$ cat config.mk
export PLATFORM = sky130hd
export DESIGN_NAME = pipe_stage_skid
export DESIGN_NICKNAME = d
export VERILOG_FILES = /design/src/rtl/pipe_stage_skid.sv
export SDC_FILE = /design/constraint.sdc
export NUM_CORES = 1
export LEC_CHECK = 0
export ABC_AREA = 1
export BUFFER_PORTS_ARGS = -buffer_cell sky130_fd_sc_hd__buf_2
export CORE_MARGIN = 3
export CORE_UTILIZATION = 35
export CTS_CLUSTER_DIAMETER = 50
export CTS_CLUSTER_SIZE = 14
export DETAILED_ROUTE_END_ITERATION = 8
export PLACE_DENSITY = 0.57
export SLEW_MARGIN = 15
export SYNTH_ARGS = -nofsm -noshare
export SYNTH_HDL_FRONTEND = slang
export SYNTH_SLANG_ARGS = --single-unit
export TNS_END_PERCENT = 20
$ cat constraint.sdc
create_clock -name clk -period 1.7 [get_ports clk]
set_input_delay 0.34 -clock clk [delete_from_list [all_inputs] [get_ports clk]]
set_output_delay 0.34 -clock clk [all_outputs]
set_load 0.005 [all_outputs]
$ cat src/rtl/pipe_stage_skid.sv
// Pipeline stage register with a 2-entry skid buffer, registered in_ready and synchronous flush.
// Optional PIPE_STAGE_PERF_EN adds saturating stall and bubble counters.
module pipe_stage_skid #(
    parameter int                 DATA_W   = 32,
    parameter int                 CTRL_W   = 4,
    parameter logic [DATA_W-1:0]  DATA_RST = '0
) (
    input  logic              clk,
    input  logic              resetn,
    input  logic              flush,
    input  logic              in_valid,
    output logic              in_ready,
    input  logic [DATA_W-1:0] in_data,
    input  logic [CTRL_W-1:0] in_ctrl,
    output logic              out_valid,
    input  logic              out_ready,
    output logic [DATA_W-1:0] out_data,
    output logic [CTRL_W-1:0] out_ctrl,
    output logic [1:0]        occupancy
`ifdef PIPE_STAGE_PERF_EN
    ,
    output logic [31:0]       perf_stall_cnt,
    output logic [31:0]       perf_bubble_cnt
`endif
);

    typedef enum logic [1:0] {
        EMPTY = 2'd0,
        ONE   = 2'd1,
        TWO   = 2'd2
    } state_t;

    state_t            state;
    state_t            state_nxt;
    logic [DATA_W-1:0] main_data;
    logic [CTRL_W-1:0] main_ctrl;
    logic [DATA_W-1:0] skid_data;
    logic [CTRL_W-1:0] skid_ctrl;

    logic accept;
    logic deliver;
    logic load_main_in;
    logic load_skid_in;
    logic move_skid;
    logic clr_main;

    assign accept  = in_valid & in_ready;
    assign deliver = out_valid & out_ready;

    // State register; in_ready is registered alongside so it never depends on out_ready combinationally.
    always_ff @(posedge clk or negedge resetn) begin
        if (!resetn) begin
            state    <= EMPTY;
            in_ready <= 1'b1;
        end else begin
            state    <= state_nxt;
            in_ready <= (state_nxt != TWO);
        end
    end

    always_comb begin
        state_nxt    = state;
        load_main_in = 1'b0;
        load_skid_in = 1'b0;
        move_skid    = 1'b0;
        clr_main     = 1'b0;
        if (flush) begin
            state_nxt = EMPTY;
        end else begin
            case (state)
                EMPTY: begin
                    if (accept) begin
                        state_nxt    = ONE;
                        load_main_in = 1'b1;
                    end
                end
                ONE: begin
                    if (accept && deliver) begin
                        load_main_in = 1'b1;
                    end else if (accept) begin
                        state_nxt    = TWO;
                        load_skid_in = 1'b1;
                    end else if (deliver) begin
                        state_nxt = EMPTY;
                        clr_main  = 1'b1;
                    end
                end
                TWO: begin
                    if (deliver) begin
                        state_nxt = ONE;
                        move_skid = 1'b1;
                    end
                end
                default: state_nxt = EMPTY;
            endcase
        end
    end

    always_comb begin
        out_valid = (state != EMPTY);
        out_data  = main_data;
        out_ctrl  = main_ctrl & {CTRL_W{out_valid}};
        case (state)
            ONE:     occupancy = 2'd1;
            TWO:     occupancy = 2'd2;
            default: occupancy = 2'd0;
        endcase
    end

    always_ff @(posedge clk or negedge resetn) begin
        if (!resetn) begin
            main_data <= DATA_RST;
            main_ctrl <= '0;
            skid_data <= DATA_RST;
            skid_ctrl <= '0;
        end else if (flush) begin
            main_data <= DATA_RST;
            main_ctrl <= '0;
            skid_data <= DATA_RST;
            skid_ctrl <= '0;
        end else begin
            if (load_main_in) begin
                main_data <= in_data;
                main_ctrl <= in_ctrl;
            end else if (move_skid) begin
                main_data <= skid_data;
                main_ctrl <= skid_ctrl;
            end else if (clr_main) begin
                main_ctrl <= '0;
            end
            if (load_skid_in) begin
                skid_data <= in_data;
                skid_ctrl <= in_ctrl;
            end else if (move_skid) begin
                skid_ctrl <= '0;
            end
        end
    end

`ifdef PIPE_STAGE_PERF_EN
    // Counters survive flush; only reset clears them.
    always_ff @(posedge clk or negedge resetn) begin
        if (!resetn) begin
            perf_stall_cnt  <= '0;
            perf_bubble_cnt <= '0;
        end else begin
            if (out_valid && !out_ready && (perf_stall_cnt != 32'hFFFF_FFFF))
                perf_stall_cnt <= perf_stall_cnt + 32'd1;
            if (!out_valid && (perf_bubble_cnt != 32'hFFFF_FFFF))
                perf_bubble_cnt <= perf_bubble_cnt + 32'd1;
        end
    end
`endif

endmodule

==> out/metrics.yaml, run 1 <==
pin_count_of_the_biggest_net_entering_global_routing: 41
final_cell_count_no_fill: 750
power-per-cell-area_mw_per_mm2: 858.8
fin_worst_skew_ns: 0.007582
antenna-diode-count: 0
cts_tree: "done"
post_synth_instance_area_mm2: 0.003897
fin_ws_ns: 0.1018
final_period_minus_worst_setup_slack_ns: 1.598
postLayoutCoreUtil: 0.4539
pwr-share-seq: 0.475
grt_pass1_wl_um: 17060
finish.net_count: 650
setup_violations: 0
vdd_ir_drop_max_v: 0.0004933
ios: 81
combPwrFrac: 0.170
clockBufferDepth: 2
post-route-period-util: 0.9401
max_slew_violation_count: 0
cts-buffers-inserted: 9
placement.io_buffers: 80
timing.reg2reg.worst_path_depth: 8
floorplan.die.height_um: 111.5
fmaxAchievable_mhz: 625.7
crit_path_start_kind: "flip-flop"
syn_area_per_cell_um2: 7.340
timing.critical_path.required_ns: 1.36
synth_instances: 531
hpwl_um: 6899
grt_pass1_vias: 3450
drt-wirelength-per-cell_um: 13.42
insertion_delay_ns: 0.36
hold_viol_final: 0
mappedNetlistNets: 572
antenna_left: 0
routed_wl_um: 10060
num_vias: 3590
power_switching_mw: 1.136
fp-row-count: 37
slew_headroom: 0.7433
clock_tree.htree_level_count: 3
min-delay-path-class: "in -> reg"
dp.cells: 732
critical_path_arrival_ns: 1.26
power.switching_fraction: 0.2761
clkPwrFrac: 0.355
status: "finished clean"
timing.critical_path.cells: "nor2_2 > nor2_1 > buf_2"
slowest_stage: "dfrtp_1"
yosysWarnings: 0
core_mm2: 0.01056
drt_pre_antenna_iters: 5
flop_and_latch_count_out_of_synthesis: 75
cap_viol_max_count: 0
area.growth.synth_to_final_pct: 22.92
timing_worst_setup_path_type: "reg -> out"
clock_tree.root_cell: "clkbuf_8"
synth_sequential_area_ratio: 0.4819
area_of_the_die_mm2: 0.01244
routed_via_density: 4.787
die_w_um: 111.5
cellInternalPower_mw: 2.978
initial_core_util: 0.3693
p_leak_nw: 2.589
fin_tns_setup_ns: 0
final_layout_size_suffix_gt1_frac: 0.2003
synth_cell_types: 23
slowest_stage_delay_cp_ns: 0.47
grt_util_all_layers: 0.1674
grt_antenna_before_repair: 0
timing.critical_path.fanout_max: 6
hold-path-cell-count: 3
initialDrtViolationCount: 251
clk_pin_slew_worst_paths_ns: 0.08
route.detailed.drc: 0
grt_setup_unrepaired: "no"
cts.sinks: 75
worst_pin_slew_ns: 0.3850
final.hold.worst_slack_ns: 0.2113
gp_congestion: 0.7720
grt_remaining_overflow: 0
pre_cts_ws_ns: 0.1087
critPathCaptureType: "output pin"
==> sequential cells by signal, summed over array words and instances (netlist names) <==
signal / cells
skid_ctrl: 4
in_ready: 1
skid_data: 32
state: 2
main_ctrl: 4
out_data: 32
==> placed cells by master, fill, tap and decap left out <==
cell type and n:
nor3_1 3, o21ai_1 14, dlygate4sd3_1 1, buf_6 1, nor2_4 2, inv_1 111, nor2_2 1, nor2_1 13
o21ai_0 21, a211oi_1 1, dfrtp_1 74, nand3_1 69, nand3_2 1, nand2_1 141, nand4_1 36, clkbuf_1 3
buf_12 9, clkbuf_8 12, buf_4 9, a21oi_1 1, dfstp_2 1, o22ai_1 3, buf_2 79, inv_2 5
a21oi_4 1, bufinv_16 1, nand2_4 1
==> through the flow <==
step,cell area (µm²),power (mW)
detailed placement,4561,2.698
floorplan,3897,2.358
global placement,4561,2.685
finish,4791,4.114
global route,4791,4.371
CTS,4780,4.170
==> path summary, 6_finish.rpt <==
| path | from | end | slack (ns) |
|---|---|---|---|
| max | state[1] | out_ctrl[2] | 0.10 |
| min | in_data[17] | skid_data[17] | 0.21 |
| max reg2reg | in_ready | out_data[26] | 0.15 |
| min reg2reg | skid_data[1] | skid_data[1] | 0.52 |
| max in group asynchronous | resetn | in_ready | 0.71 |
| min in group asynchronous | resetn | out_data[27] | 0.45 |
==> repair_timing <==
item                                    in CTS  in global routing
buffers inserted                             0                  1
endpoints found under the hold margin       24                  0
hold buffers                                 1                  0
resized for setup                            1                  1
endpoints found under the setup margin       5                 10
pin swaps                                    0                  1
==> cell type report <==
class                      count  area (µm²)
fill                        1110        5764
sequential                    75        1878
multi-input combinational    308        1436
timing repair buffer          99       664.4
inverter                     116       435.4
clock buffer                  15       176.4
tap                          136       170.2
clock inverter                 1       30.03
==> power groups by stage <==
stage,Sequential [mW],Clock [mW],Combinational [mW]
after floorplan,1.99,0,0.365
after global placement,1.99,0,0.699
after detailed placement,1.99,0,0.707
after CTS,1.96,1.50,0.712
after global routing,1.97,1.60,0.805
final,1.95,1.46,0.701
==> cell families (layout without fill, tap and decap cells) <==
logic type             after synthesis  after routing  share of synthesized area
and+or+nand+nor                    267            267                     0.3108
buffers and inverters              148            231                     0.1502
DFF                                 75             75                     0.4819
AOI/OAI and AO/OA                   41             41                    0.05714
==> per-layer routing <==
metal | wire, µm | up-vias | share of wire | global-route usage
met3 | 507 | 11 | 0.050 | 0.04130
met1 | 4653 | 1688 | 0.46 | 0.2257
met5 | 0 | - | 0 | 0
met4 | 119 | 0 | 0.012 | 0.04380
met2 | 4784 | 87 | 0.48 | 0.2710
li1 | - | 1804 | - | -
==> worst max-delay path: cells and delay by family, from the launching register on <==
family / cells / cell delay [ns]
flops: 1 / 0.47
simple gates: 2 / 0.31
buf+inv: 1 / 0.13
==> cell usage after synthesis (all sizes together) <==
library cell | number | area share
a211oi | 1 | 0.0019
a21oi | 2 | 0.0055
buf | 21 | 0.028
clkbuf | 11 | 0.011
dfrtp | 74 | 0.48
dfstp | 1 | 0.0067
inv | 116 | 0.11
nand2 | 142 | 0.14
nand3 | 70 | 0.091
nand4 | 36 | 0.058
nor2 | 16 | 0.019
nor3 | 3 | 0.0039
o21ai | 35 | 0.045
o22ai | 3 | 0.0048
(Power assumes the default switching activity.)
==> inputs of run 2 (changes only) <==
CELL_PAD_IN_SITES_DETAIL_PLACEMENT = 0   (was unset)
CELL_PAD_IN_SITES_GLOBAL_PLACEMENT = 2   (was unset)
CORE_UTILIZATION = 31   (was 35)
PLACE_DENSITY = 0.83   (was 0.57)
==> run 2 against run 1 <==
Compared with the run above:
- global-route usage shrank 0.15 points
- die area grew 12%
- register-to-register slack gained 0.02 ns
- core utilization shrank 5.6 points
- first-iteration DRC count shrank 24%
- combinational power shrank 1%
- sequential power is essentially flat
- cell count grew 4.0%
- count of clock-buffer cells in the layout shrank 3
- largest cell class unchanged
- largest power group unchanged
==> out/metrics.yaml, run 2 (same netlist as run 1, synthesis figures left out) <==
antenna_left: 0  # unchanged
pin_count_of_the_biggest_net_entering_global_routing: 45  # +9.8%
cap_viol_max_count: 0  # unchanged
slowest_stage_delay_cp_ns: 0.46  # about the same
clockBufferDepth: 2  # unchanged
max_slew_violation_count: 0  # unchanged
area.growth.synth_to_final_pct: 24.27
initial_core_util: 0.3205  # -0.04878
layout_commonest_cell: "nand2_1"
clk_pin_slew_worst_paths_ns: 0.06  # -0.02 ns
routed_via_density: 4.567  # -4.6%
hold-path-endpoint: "skid_data[2]"
core_mm2: 0.01216  # +15%
most-common-layout-cells: "140 x nand2_1, 111 x inv_1, 79 x buf_2"
timing.reg2reg.worst_path_depth: 7  # -1
insertion_delay_ns: 0.33  # -0.03 ns
clkPwrFrac: 0.395  # +0.040
critPathCaptureType: "output pin"
setup_violations: 0  # unchanged
route.detailed.drc: 0  # unchanged
final_period_minus_worst_setup_slack_ns: 1.571  # -0.02687 ns
min-delay-path-class: "in -> reg"
drt_pre_antenna_iters: 4  # -1
status: "finished clean"
routed_wl_um: 10940  # +8.7%
cts_tree: "done"
clock_tree.htree_level_count: 3  # unchanged
pwr-share-seq: 0.447  # -0.028
clock_tree.root_cell: "clkbuf_16"
drt-wirelength-per-cell_um: 14.02  # +4.5%
critical_path_arrival_ns: 1.23  # -0.03 ns
fp-row-count: 40  # +8.1%
combPwrFrac: 0.158  # -0.012
cp_num_buf_inv: 2  # +1
r2r-start: "in_ready"
final_cell_count_no_fill: 780  # +4.0%
timing_worst_setup_path_type: "reg -> out"
gp_congestion: 0.7590  # -1.7%
setup.reg_to_reg.worst_slack_ns: 0.17  # +0.02 ns
fin_tns_setup_ns: 0  # unchanged
final_layout_size_suffix_gt1_frac: 0.2010  # +0.0006547
initialDrtViolationCount: 192  # -24%
hold-path-cell-count: 3  # unchanged
timing.critical_path.fanout_max: 6  # unchanged
grt_setup_unrepaired: "no"
grt_pass1_vias: 3504  # +1.6%
fin_worst_skew_ns: 0.004566  # -0.003016 ns
slowest_stage: "dfrtp_1"
grt_pass1_wl_um: 18440  # +8.1%
p_leak_nw: 2.598  # +0.33%
cts-buffers-inserted: 9  # unchanged
grt_util_all_layers: 0.1660  # -0.001478
finish.net_count: 649  # -0.15%
vdd_ir_drop_max_v: 0.0004702  # -4.7%
postLayoutCoreUtil: 0.3983  # -0.05564
crit_path_start_kind: "flip-flop"
num_vias: 3562  # -0.78%
timing.critical_path.max_delay_family: "flip-flops"
power.switching_fraction: 0.2754  # -0.0007424
floorplan.die.height_um: 118.1  # +5.9%
power-per-cell-area_mw_per_mm2: 906.2  # +5.5%
die_w_um: 118.1  # +5.9%
regToRegEndpoint: "skid_data[27]"
cellInternalPower_mw: 3.180  # +6.8%
worst_pin_slew_ns: 0.3923  # +0.007275 ns
worstSetupStartpoint: "state[1]"
fmaxAchievable_mhz: 636.4  # +1.7%
area_of_the_die_mm2: 0.01395  # +12%
dp.cells: 764  # +4.4%
timing.critical_path.required_ns: 1.36  # about the same
post-route-period-util: 0.9243  # -0.01580
timing.critical_path.cells: "nor2_2 > inv_1 > buf_2"
hpwl_um: 6969  # +1.0%
ios: 81  # unchanged
antenna-diode-count: 0  # unchanged
slew_headroom: 0.7385  # -0.004850
placement.io_buffers: 80  # unchanged
report.power.total_mw: 4.389  # +6.7%
worstHoldStart: "in_data[2]"
hold_viol_final: 0  # unchanged
grt_remaining_overflow: 0  # unchanged
grt_antenna_before_repair: 0  # unchanged
power_switching_mw: 1.209  # +6.4%
cts.sinks: 75  # unchanged
[run 2: worst max-delay path by stage]
stage                    end  cells past startpoint
2_1_floorplan  skid_data[15]                      6
3_3_place_gp    out_data[21]                      8
3_5_place_dp     out_data[1]                      8
4_1_cts            out_valid                      3
5_1_grt        skid_data[21]                      7
6_report           out_valid                      3
[run 2: repair_timing]
| action | 4_1_cts | 5_1_grt |
|---|---|---|
| endpoints found under the hold margin | 8 | 0 |
| resized for setup | 0 | 2 |
| hold buffers | 1 | 0 |
| buffers inserted | 0 | 0 |
| setup endpoints to repair | 0 | 11 |
[run 2: area by class of cell]
class,count,area (µm²)
clock inverters,3,15.01
fillers,1292,7318
flip-flops and latches,75,1878
multi-input cells,308,1439
well taps,168,210.2
inverters,116,435.4
repair buffers,98,619.3
clock buffers,12,246.5
[run 2: stage by stage]
step | cell area [µm²] | worst slack (ns) | hold WS, ns
finish | 4843 | 0.1287 | 0.2323
CTS | 4837 | 0.02298 | 0.2210
detailed placement | 4566 | 0.1290 | 0.1869
global placement | 4566 | 0.1553 | 0.1930
floorplan | 3897 | 0.2121 | 0.04441
global route | 4843 | 0.02005 | 0.2314
[run 2: routing by layer]
metal | up-vias | GRT usage | part of all wire
met3 | 12 | 0.03652 | 0.042
met2 | 88 | 0.2744 | 0.48
met5 | - | 0 | 0
met4 | 0 | 0.04615 | 0.011
li1 | 1806 | - | -
met1 | 1656 | 0.2190 | 0.47
[run 2: power groups by stage]
stage,registers (mW),logic (mW),clock network (mW)
detailed placement,2.00,0.703,0
CTS,1.96,0.708,1.79
finish,1.96,0.694,1.73
floorplan,1.99,0.365,0
global route,1.98,0.809,1.87
global placement,1.99,0.699,0
[run 2: worst reg2reg max path, delay by kind of cell (launching register included)]
family,cells,cell delay (ns)
buffers and inverters,2,0.31
AOI/OAI and AO/OA,1,0.09
DFF,1,0.52
and+or+nand+nor,4,0.52
